[src/rtl/spi_tx_wr_arbiter_if.sv]
// Write-side bundle between the packet sources, the SPI transmit BRAM
// buffer and the arbiter that sequences bytes into it.
interface spi_tx_wr_arbiter_if #(
    parameter int DATAWIDTH = 8,
    parameter int ADDRWIDTH = 11,
    parameter int LENWIDTH  = 8
);
    logic                 req_a;
    logic [LENWIDTH-1:0]  len_a;
    logic [DATAWIDTH-1:0] data_a;
    logic                 ack_a;
    logic                 req_b;
    logic [LENWIDTH-1:0]  len_b;
    logic [DATAWIDTH-1:0] data_b;
    logic                 ack_b;
    logic                 rd_pulse;
    logic                 wen0;
    logic [DATAWIDTH-1:0] wdata0;
    logic [ADDRWIDTH-1:0] waddr0;
    logic [1:0]           grant;
    logic [ADDRWIDTH-1:0] level;
    logic                 full;

    // arbiter side
    modport slave (
        input  req_a, len_a, data_a, req_b, len_b, data_b, rd_pulse,
        output ack_a, ack_b, wen0, wdata0, waddr0, grant, level, full
    );

    // sources / buffer side
    modport master (
        output req_a, len_a, data_a, req_b, len_b, data_b, rd_pulse,
        input  ack_a, ack_b, wen0, wdata0, waddr0, grant, level, full
    );
endinterface

[src/rtl/spi_tx_wr_arbiter.sv]
// Round-robin arbiter of two byte-stream requesters onto the SPI transmit
// buffer write port. Each byte takes a 4-cycle slot (CHECK, WR1, WR2, GAP);
// the buffer commits on the second consecutive wen0 cycle (WR2). Occupancy
// is tracked from rd_pulse and writes stall in CHECK while the buffer is full.
module spi_tx_wr_arbiter #(
    parameter int DATAWIDTH = 8,
    parameter int ADDRWIDTH = 11,
    parameter int LENWIDTH  = 8
) (
    input  logic              clka0,
    input  logic              rstn,
    spi_tx_wr_arbiter_if.slave bus
);
    // One slot is always left empty so write and read pointers never collide.
    localparam logic [ADDRWIDTH-1:0] LEVEL_MAX = {ADDRWIDTH{1'b1}};

    typedef enum logic [2:0] {IDLE, CHECK, WR1, WR2, GAP} state_t;

    state_t               state, state_nxt;
    logic                 owner_b;     // current packet owner: 0=A, 1=B
    logic                 rr_last_b;   // last packet finished by B
    logic [1:0]           grant_r;
    logic [LENWIDTH-1:0]  remaining;
    logic [LENWIDTH-1:0]  len_sel;
    logic [DATAWIDTH-1:0] wdata_r;
    logic [ADDRWIDTH-1:0] waddr_r;
    logic [ADDRWIDTH-1:0] level_r;
    logic                 full_w;
    logic                 pick_b;
    logic                 commit;
    logic                 take_rd;
    logic                 wen_w;

    assign full_w  = (level_r == LEVEL_MAX);
    // B wins when it is alone, or when both request and A went last.
    assign pick_b  = bus.req_b && (!bus.req_a || !rr_last_b);
    assign len_sel = pick_b ? bus.len_b : bus.len_a;
    assign commit  = (state == WR2);
    // A read pulse on an empty buffer is spurious and is dropped.
    assign take_rd = bus.rd_pulse && (level_r != '0);

    // State register.
    always_ff @(posedge clka0 or negedge rstn) begin
        if (!rstn) state <= IDLE;
        else       state <= state_nxt;
    end

    // Next state and write-enable decode; wen0 is a pure state decode so it
    // falls asynchronously with rstn and an interrupted write never commits.
    always_comb begin
        state_nxt = state;
        wen_w     = 1'b0;
        case (state)
            IDLE:  if (bus.req_a || bus.req_b) state_nxt = CHECK;
            CHECK: if (!full_w) state_nxt = WR1;
            WR1: begin
                wen_w     = 1'b1;
                state_nxt = WR2;
            end
            WR2: begin
                wen_w     = 1'b1;
                state_nxt = GAP;
            end
            GAP:     state_nxt = (remaining == '0) ? IDLE : CHECK;
            default: state_nxt = IDLE;
        endcase
    end

    // Grant, packet length, data latch and write pointer.
    always_ff @(posedge clka0 or negedge rstn) begin
        if (!rstn) begin
            owner_b   <= 1'b0;
            rr_last_b <= 1'b1;
            grant_r   <= 2'b00;
            remaining <= '0;
            wdata_r   <= '0;
            waddr_r   <= '0;
        end else begin
            case (state)
                IDLE: if (bus.req_a || bus.req_b) begin
                    owner_b   <= pick_b;
                    grant_r   <= pick_b ? 2'b10 : 2'b01;
                    // A zero length is treated as a single-byte packet.
                    remaining <= (len_sel == '0) ? LENWIDTH'(1) : len_sel;
                end
                CHECK: if (!full_w) wdata_r <= owner_b ? bus.data_b : bus.data_a;
                WR2: begin
                    waddr_r   <= waddr_r + ADDRWIDTH'(1);
                    remaining <= remaining - LENWIDTH'(1);
                end
                GAP: if (remaining == '0) begin
                    rr_last_b <= owner_b;
                    grant_r   <= 2'b00;
                end
                default: ;
            endcase
        end
    end

    // Occupancy: +1 per commit, -1 per accepted read, unchanged when both.
    always_ff @(posedge clka0 or negedge rstn) begin
        if (!rstn)                    level_r <= '0;
        else if (commit && !take_rd)  level_r <= level_r + ADDRWIDTH'(1);
        else if (!commit && take_rd)  level_r <= level_r - ADDRWIDTH'(1);
    end

    assign bus.wen0   = wen_w;
    assign bus.wdata0 = wdata_r;
    assign bus.waddr0 = waddr_r;
    assign bus.grant  = grant_r;
    assign bus.ack_a  = commit && !owner_b;
    assign bus.ack_b  = commit && owner_b;
    assign bus.level  = level_r;
    assign bus.full   = full_w;
endmodule

[src/flat_wrapper.sv]
// flat-port wrapper written by rule: the top's interface ports become plain ports
module spi_tx_wr_arbiter_flat 
#(
    parameter int DATAWIDTH = 8,
    parameter int ADDRWIDTH = 11,
    parameter int LENWIDTH  = 8
)
  (clka0, rstn, bus_req_a, bus_len_a, bus_data_a, bus_req_b, bus_len_b, bus_data_b, bus_rd_pulse, bus_ack_a, bus_ack_b, bus_wen0, bus_wdata0, bus_waddr0, bus_grant, bus_level, bus_full);
  spi_tx_wr_arbiter_if #(.DATAWIDTH(DATAWIDTH), .ADDRWIDTH(ADDRWIDTH), .LENWIDTH(LENWIDTH)) bus_i ();
  input  logic clka0;
  input  logic rstn;
  input wire logic [$bits(bus_i.req_a)-1:0] bus_req_a;
  input wire logic [$bits(bus_i.len_a)-1:0] bus_len_a;
  input wire logic [$bits(bus_i.data_a)-1:0] bus_data_a;
  input wire logic [$bits(bus_i.req_b)-1:0] bus_req_b;
  input wire logic [$bits(bus_i.len_b)-1:0] bus_len_b;
  input wire logic [$bits(bus_i.data_b)-1:0] bus_data_b;
  input wire logic [$bits(bus_i.rd_pulse)-1:0] bus_rd_pulse;
  output wire logic [$bits(bus_i.ack_a)-1:0] bus_ack_a;
  output wire logic [$bits(bus_i.ack_b)-1:0] bus_ack_b;
  output wire logic [$bits(bus_i.wen0)-1:0] bus_wen0;
  output wire logic [$bits(bus_i.wdata0)-1:0] bus_wdata0;
  output wire logic [$bits(bus_i.waddr0)-1:0] bus_waddr0;
  output wire logic [$bits(bus_i.grant)-1:0] bus_grant;
  output wire logic [$bits(bus_i.level)-1:0] bus_level;
  output wire logic [$bits(bus_i.full)-1:0] bus_full;
  assign bus_i.req_a = bus_req_a;
  assign bus_i.len_a = bus_len_a;
  assign bus_i.data_a = bus_data_a;
  assign bus_i.req_b = bus_req_b;
  assign bus_i.len_b = bus_len_b;
  assign bus_i.data_b = bus_data_b;
  assign bus_i.rd_pulse = bus_rd_pulse;
  assign bus_ack_a = bus_i.ack_a;
  assign bus_ack_b = bus_i.ack_b;
  assign bus_wen0 = bus_i.wen0;
  assign bus_wdata0 = bus_i.wdata0;
  assign bus_waddr0 = bus_i.waddr0;
  assign bus_grant = bus_i.grant;
  assign bus_level = bus_i.level;
  assign bus_full = bus_i.full;
  spi_tx_wr_arbiter #(.DATAWIDTH(DATAWIDTH), .ADDRWIDTH(ADDRWIDTH), .LENWIDTH(LENWIDTH)) u_core (.clka0(clka0), .rstn(rstn), .bus(bus_i));
endmodule
[config.mk]
export PLATFORM = sky130hd
export DESIGN_NAME = spi_tx_wr_arbiter_flat
export DESIGN_NICKNAME = d
export VERILOG_FILES = /design/src/rtl/spi_tx_wr_arbiter_if.sv /design/src/rtl/spi_tx_wr_arbiter.sv /design/src/flat_wrapper.sv
export SDC_FILE = /design/constraint.sdc
export NUM_CORES = 1
export LEC_CHECK = 0
export BUFFER_PORTS_ARGS = -buffer_cell sky130_fd_sc_hd__clkbuf_2
export CAP_MARGIN = 40
export CELL_PAD_IN_SITES_DETAIL_PLACEMENT = 0
export CELL_PAD_IN_SITES_GLOBAL_PLACEMENT = 1
export CORE_AREA = 3 3 111 70
export CTS_CLUSTER_SIZE = 24
export DETAILED_ROUTE_END_ITERATION = 8
export DIE_AREA = 0 0 114 73
export PLACE_DENSITY_LB_ADDON = 0.1
export REMOVE_ABC_BUFFERS = 1
export SETUP_SLACK_MARGIN = 0.02
export SLEW_MARGIN = 10
export SYNTH_ARGS = -nofsm -noshare
export SYNTH_HDL_FRONTEND = slang
export SYNTH_SLANG_ARGS = --single-unit
[constraint.sdc]
create_clock -name clka0 -period 3.2 [get_ports clka0]
set_input_delay 0.48 -clock clka0 [delete_from_list [all_inputs] [get_ports clka0]]
set_output_delay 0.48 -clock clka0 [all_outputs]
set_load 0.005 [all_outputs]
# ---- Yosys cells after proc, flatten, opt, wreduce, memory -nomap -nowiden
# Index checks and enable logic that the tools add are counted.
dict set report totals {
  regBits 45
  in_bits 37
  output_inout_bits 36
  word_cells 64
}
dict set report op_classes {
  n_addsub 4
  n_eq_ne 8
  mux 16
  n_bitwise 1
  n_reduce_logical 27
}
# operator n
set ops {}
lappend ops {{2-to-1 mux 8 bit} 4}
lappend ops {{adder 11 x 1 -> 11 bit, second input constant} 2}
lappend ops {{2-to-1 mux 11 bit} 2}
lappend ops {{zero test 8 bit} 2}
lappend ops {{one-hot mux 8 bit (2 select lines)} 1}
lappend ops {{one-hot mux 3 bit (5 select lines)} 1}
lappend ops {{== test 11 bit, second input constant} 1}
lappend ops {{nonzero test 11 bit} 1}
lappend ops {{subtractor 11 x 1 -> 11 bit, second input constant} 1}
lappend ops {{AND reduction 2 bit} 5}
lappend ops {{subtractor 8 x 1 -> 8 bit, second input constant} 1}
lappend ops {{== test 3 x 2 -> 1 bit, second input constant} 2}
lappend ops {{logical AND 1 bit} 6}
lappend ops {{2-to-1 mux 2 bit} 3}
lappend ops {{2-to-1 mux 3 bit} 2}
lappend ops {{nonzero test 2 bit} 3}
lappend ops {{zero test 1 bit} 5}
lappend ops {{inequality test 2 x 1 -> 1 bit, second input constant} 2}
lappend ops {{one-hot mux 2 bit (2 select lines)} 1}
lappend ops {{== test 3 x 1 -> 1 bit, second input constant} 1}
lappend ops {{== test 3 bit, second input constant} 1}
lappend ops {{zero test 3 bit} 1}
lappend ops {{AND reduction 3 bit} 1}
lappend ops {{logical OR 1 bit} 2}
lappend ops {{other kinds (4)} 5}

# ---- Depth between registers and ports, before layout
dict set report depth {
  word_depth 8
  depth_mapped 12
  depth_no_buf 11
}

# ---- Worst setup path after synthesis
# OpenSTA, ideal clock, no wires.
dict set report synth_timing {
  path_kind {reg2reg}
  from {register u_core.level_r[0] (netlist: u_core.bus.level[0])}
  to {register u_core.level_r[10] (netlist: u_core.bus.level[10])}
  setup_time_ns 0.090
  arrival_time_ns 2.821
  required_ns 3.110
  slack_ns 0.289
  stages_incl_launch_ff 12
  path_buffers 0
  period_less_slack_ns 2.911
  cell_sequence {dfrtp_1 -> nor4_1 -> nand2_1 -> o41ai_1 -> ha_1 -> inv_1 -> fa_1 -> a211oi_1 -> o21ai_0 -> o2111ai_1 -> mux2_2 -> o2111ai_1}
}
dict set report synth_between {
  elab_chain_len 5
  elab_cells_between_ends 10
  classes_between {add/sub: 2; mux: 2; reduce/logical: 6}
}
# item line_no
set synth_rtl {}
lappend synth_rtl {{start: declaration} spi_tx_wr_arbiter.sv:27} ;# logic [ADDRWIDTH-1:0] level_r;
lappend synth_rtl {{start signal: assignment} spi_tx_wr_arbiter.sv:103} ;# else if (commit && !take_rd) level_r <= level_r + ADDRWIDTH'(1);
lappend synth_rtl {{start signal: assignment} spi_tx_wr_arbiter.sv:104} ;# else if (!commit && take_rd) level_r <= level_r - ADDRWIDTH'(1);
lappend synth_rtl {{branches (longest 5 deep; another with subtractor 11 x 1 -> 11 bit)} -}
# Parallel ways; which one is timed is not known. The select of a mux whose other input is x is not followed.
# A chain may end at the register's enable or synchronous reset.

# ---- Worst setup path after layout
dict set report layout_timing {
  from {register u_core.level_r[2] (netlist: u_core.bus.level[2])}
  to {register u_core.level_r[10] (netlist: u_core.bus.level[10])}
}
# The elaborated chain is that of the path after synthesis.

==> flow_summary.ini <==
[outcome]
status = finished, final reports clean

[critical_path]
cp.buffers_inverters = 2
setup.reg_to_reg.worst_slack_ns = 0.24
worst-endpoint-required_ns = 3.34
critical_path.startpoint_type = flop
r2r_cells = 12
critPathKind = flop to flop
worstSetupEndpointType = flop
cpLargestDelayFamily = compound AO/OA/AOI/OAI gates
worst_r2r_startpoint = u_core.bus.level[2]
r2r-end = u_core.bus.level[10]
worstPathMaxFanout = 9
worst_path_max_delay_cell = sky130_fd_sc_hd__dfrtp_1
cp_cell_sequence = nor4_4, nand2_1, o41ai_2, ha_2, inv_1, buf_4, ha_1, o21ai_1, o21ai_1, o2111ai_1, mux2_2, o2111ai_1
arrival_ns = 3.09
cpPeakStageDelay_ns = 0.45

[power_and_ir_drop]
internal_power_mw = 1.97
p_per_area_mw_per_mm2 = 1040
max-vdd-ir-drop_v = 0.000318
p_seq_frac = 0.317
power_switching_mw = 1.49
pleak_nw = 1.59
comb_power_share = 0.538
switching_share = 0.430
clock_power_share = 0.145

[placed_design]
pre_cts_slack_ns = 0.0168
buffer_ports.inserted = 72
post-dp-hpwl_um = 5500
place.gp.congestion = 0.829

[yosys]
synth_edf_count = 0
postSynthCellCount = 276
syn-mean-instance-area_um2 = 9.59
ys_dominant_reg_cell = sky130_fd_sc_hd__dfrtp_1
ys_seq_area_frac = 0.426
warnings_synthesis = 0
postSynthRegisterBits = 45
syn_std_cell_area_mm2 = 0.00265
netlist-cell-type-count = 51
synth_async_sr_flop_share = 1.00

[final_layout]
multiInputGateArea_mm2 = 0.00147
seqCellArea_mm2 = 0.00113
nFillCells = 664
layout-drive-gt1-share = 0.291
diodes = 0
fin_nets = 409
layout-area-overhead-vs-synth_pct = 25.6

[clock_network]
tritoncts = built
h-tree-depth = 2
cts_hold_buf = 0
number_of_clock_buffers_inserted_by_tritoncts = 5
clk_transition_reported_paths_ns = 0.06
insertion_delay_ns = 0.28
cts_root_buffer = sky130_fd_sc_hd__clkbuf_16
cts-root-to-sink-buffers = 2
cts_sinks = 45

[sta]
setup-tns-final_ns = 0
maxClockFrequency_mhz = 338
grt_setup_unrepaired = no
worst_slew_pin_slew_ns = 0.624
timing.final.crit_share = 0.924
maxSlewHeadroom = 0.584
fin_crit_ns = 2.96
fin_hold_ws_ns = 0.212
worst_clock_skew_ns = 0.00515
setup_slack_ns = 0.243
final-hold-violation-count = 0
final_max_slew_viol_count = 0
timing.final.setup_violations = 0

[job]
drv_cap = 0

[drt]
wl_per_cell_um = 15.7
drc = 0
length_of_the_first_detailed_routing_pass_in_iterations = 4
viasPerCell = 5.29
drt_wl_total_um = 6990
dr_total_vias = 2356
ant_nets = 0
detailedRoute.firstIterationViolations = 118

[die]
floorplan.core_area_mm2 = 0.00673
floorplan.io_pins = 73
fp.dieArea_mm2 = 0.00832
die_h_um = 73
initial_cell_density_of_the_core = 0.393
num_rows = 23
width_of_the_chip_um = 114

[grt]
antenna_found_initial = 0
grt_remaining_overflow = 0
grt_pass1_wl_um = 11500
grt_pass1_vias = 2250
grt_start_max_net_pins = 25
global_route.usage.total = 0.175

[min_path]
hold_class = input pin to asynchronous set/reset pin
## routing by layer
metal	track usage	vias to the layer above	wire length [um]
li1	-	1178	-
met1	0.283	1094	3780
met2	0.230	80	2550
met3	0.0456	4	625
met4	0.0343	0	39
met5	0	-	0
## sequential cells by signal, summed over array words and instances, names as in the netlist
register / cells
u_core.state: 3
u_core.remaining: 8
u_core.owner_b: 1
u_core.bus.grant: 2
u_core.bus.waddr0: 11
u_core.bus.level: 11
u_core.rr_last_b: 1
u_core.bus.wdata0: 8
## layout by cell type (no fill, tap or decap), types with 3 or more instances in the layout
master / count
sky130_fd_sc_hd__a21o_1: 3
sky130_fd_sc_hd__a21oi_1: 11
sky130_fd_sc_hd__a31oi_1: 3
sky130_fd_sc_hd__and2_1: 4
sky130_fd_sc_hd__and3_1: 4
sky130_fd_sc_hd__buf_4: 11
sky130_fd_sc_hd__clkbuf_16: 5
sky130_fd_sc_hd__clkbuf_2: 72
sky130_fd_sc_hd__dfrtp_1: 44
sky130_fd_sc_hd__ha_1: 12
sky130_fd_sc_hd__inv_1: 8
sky130_fd_sc_hd__mux2i_1: 14
sky130_fd_sc_hd__nand2_1: 35
sky130_fd_sc_hd__nand3_1: 10
sky130_fd_sc_hd__nor2_1: 14
sky130_fd_sc_hd__nor3_1: 7
sky130_fd_sc_hd__nor4_1: 4
sky130_fd_sc_hd__o211ai_1: 3
sky130_fd_sc_hd__o21ai_0: 21
sky130_fd_sc_hd__o21ai_1: 5
sky130_fd_sc_hd__o221ai_1: 3
sky130_fd_sc_hd__o311ai_0: 3
sky130_fd_sc_hd__or4_1: 3
sky130_fd_sc_hd__xnor2_1: 12
sky130_fd_sc_hd__xor2_1: 6
## area by class of cell
| class | instances | area share |
|---|---|---|
| Multi-Input combinational cell | 214 | 0.441 |
| Sequential cell | 45 | 0.339 |
| Timing Repair Buffer | 83 | 0.133 |
| Clock buffer | 7 | 0.0429 |
| Tap cell | 87 | 0.0327 |
| Inverter | 9 | 0.0117 |
## logic make-up (layout without fill, tap and decap cells)
logic type                 count (synthesis)  count (layout)  synth area share
buffers and inverters                     17              99            0.0321
AOI/OAI and AO/OA                         69              69             0.164
xor gates and xnor gates                  18              18            0.0595
muxes                                     17              17            0.0657
adders and majority gates                 14              14            0.0690
and+or+nand+nor                           96              96             0.183
DFF                                       45              45             0.426
## worst max-delay path by stage
stage                         from                   end  slack, ns  depth (start not counted)
6_report       u_core.bus.level[2]  u_core.bus.level[10]       0.24                         12
5_1_grt        u_core.bus.level[2]   u_core.bus.level[9]       0.04                         12
4_1_cts        u_core.bus.level[2]  u_core.bus.level[10]       0.07                         11
3_5_place_dp   u_core.bus.level[2]  u_core.bus.level[10]       0.02                         12
3_3_place_gp   u_core.bus.level[2]  u_core.bus.level[10]       0.13                         11
2_1_floorplan  u_core.bus.level[0]  u_core.bus.level[10]       0.29                         11
## power by group through the flow
stage               clock network (mW)  registers (mW)  logic, mW
floorplan                            0            1.08       1.16
detailed placement                   0            1.09       1.81
global route                     0.545            1.14       2.12
global placement                     0            1.08       1.81
CTS                              0.520            1.09       1.83
finish                           0.503            1.10       1.86
## per-stage QoR
stage	cell area [um2]	utilization	cells	power, mW
2_1_floorplan	2600	-	268	2.23
3_3_place_gp	3150	0.467	437	2.89
3_5_place_dp	3150	0.467	437	2.90
4_1_cts	3290	0.489	444	3.44
5_1_grt	3330	0.494	445	3.80
6_report	3330	0.494	445	3.46
## synth_stat cells, types with 4 or more instances
cell type | n | area (um2)
sky130_fd_sc_hd__dfrtp_1 | 44 | 1100
sky130_fd_sc_hd__nand2_1 | 35 | 131
sky130_fd_sc_hd__and3_1 | 4 | 25.0
sky130_fd_sc_hd__mux2i_1 | 14 | 140
sky130_fd_sc_hd__xnor2_1 | 12 | 105
sky130_fd_sc_hd__o21ai_0 | 23 | 115
sky130_fd_sc_hd__nor4_1 | 5 | 31.3
sky130_fd_sc_hd__nand3_1 | 10 | 50.1
sky130_fd_sc_hd__a21oi_1 | 11 | 55.1
sky130_fd_sc_hd__ha_1 | 13 | 163
sky130_fd_sc_hd__nor3_1 | 7 | 35.0
sky130_fd_sc_hd__nor2_1 | 14 | 52.6
sky130_fd_sc_hd__xor2_1 | 6 | 52.6
sky130_fd_sc_hd__inv_1 | 8 | 30.0
sky130_fd_sc_hd__and2_1 | 4 | 25.0
## repair_timing
action                                  in CTS  in global routing
pin swaps                                    0                  3
buffers inserted                             0                  1
endpoints found under the setup margin       1                  5
gates resized for setup                      1                  6
Note: power is estimated with default switching activity, not from simulation.
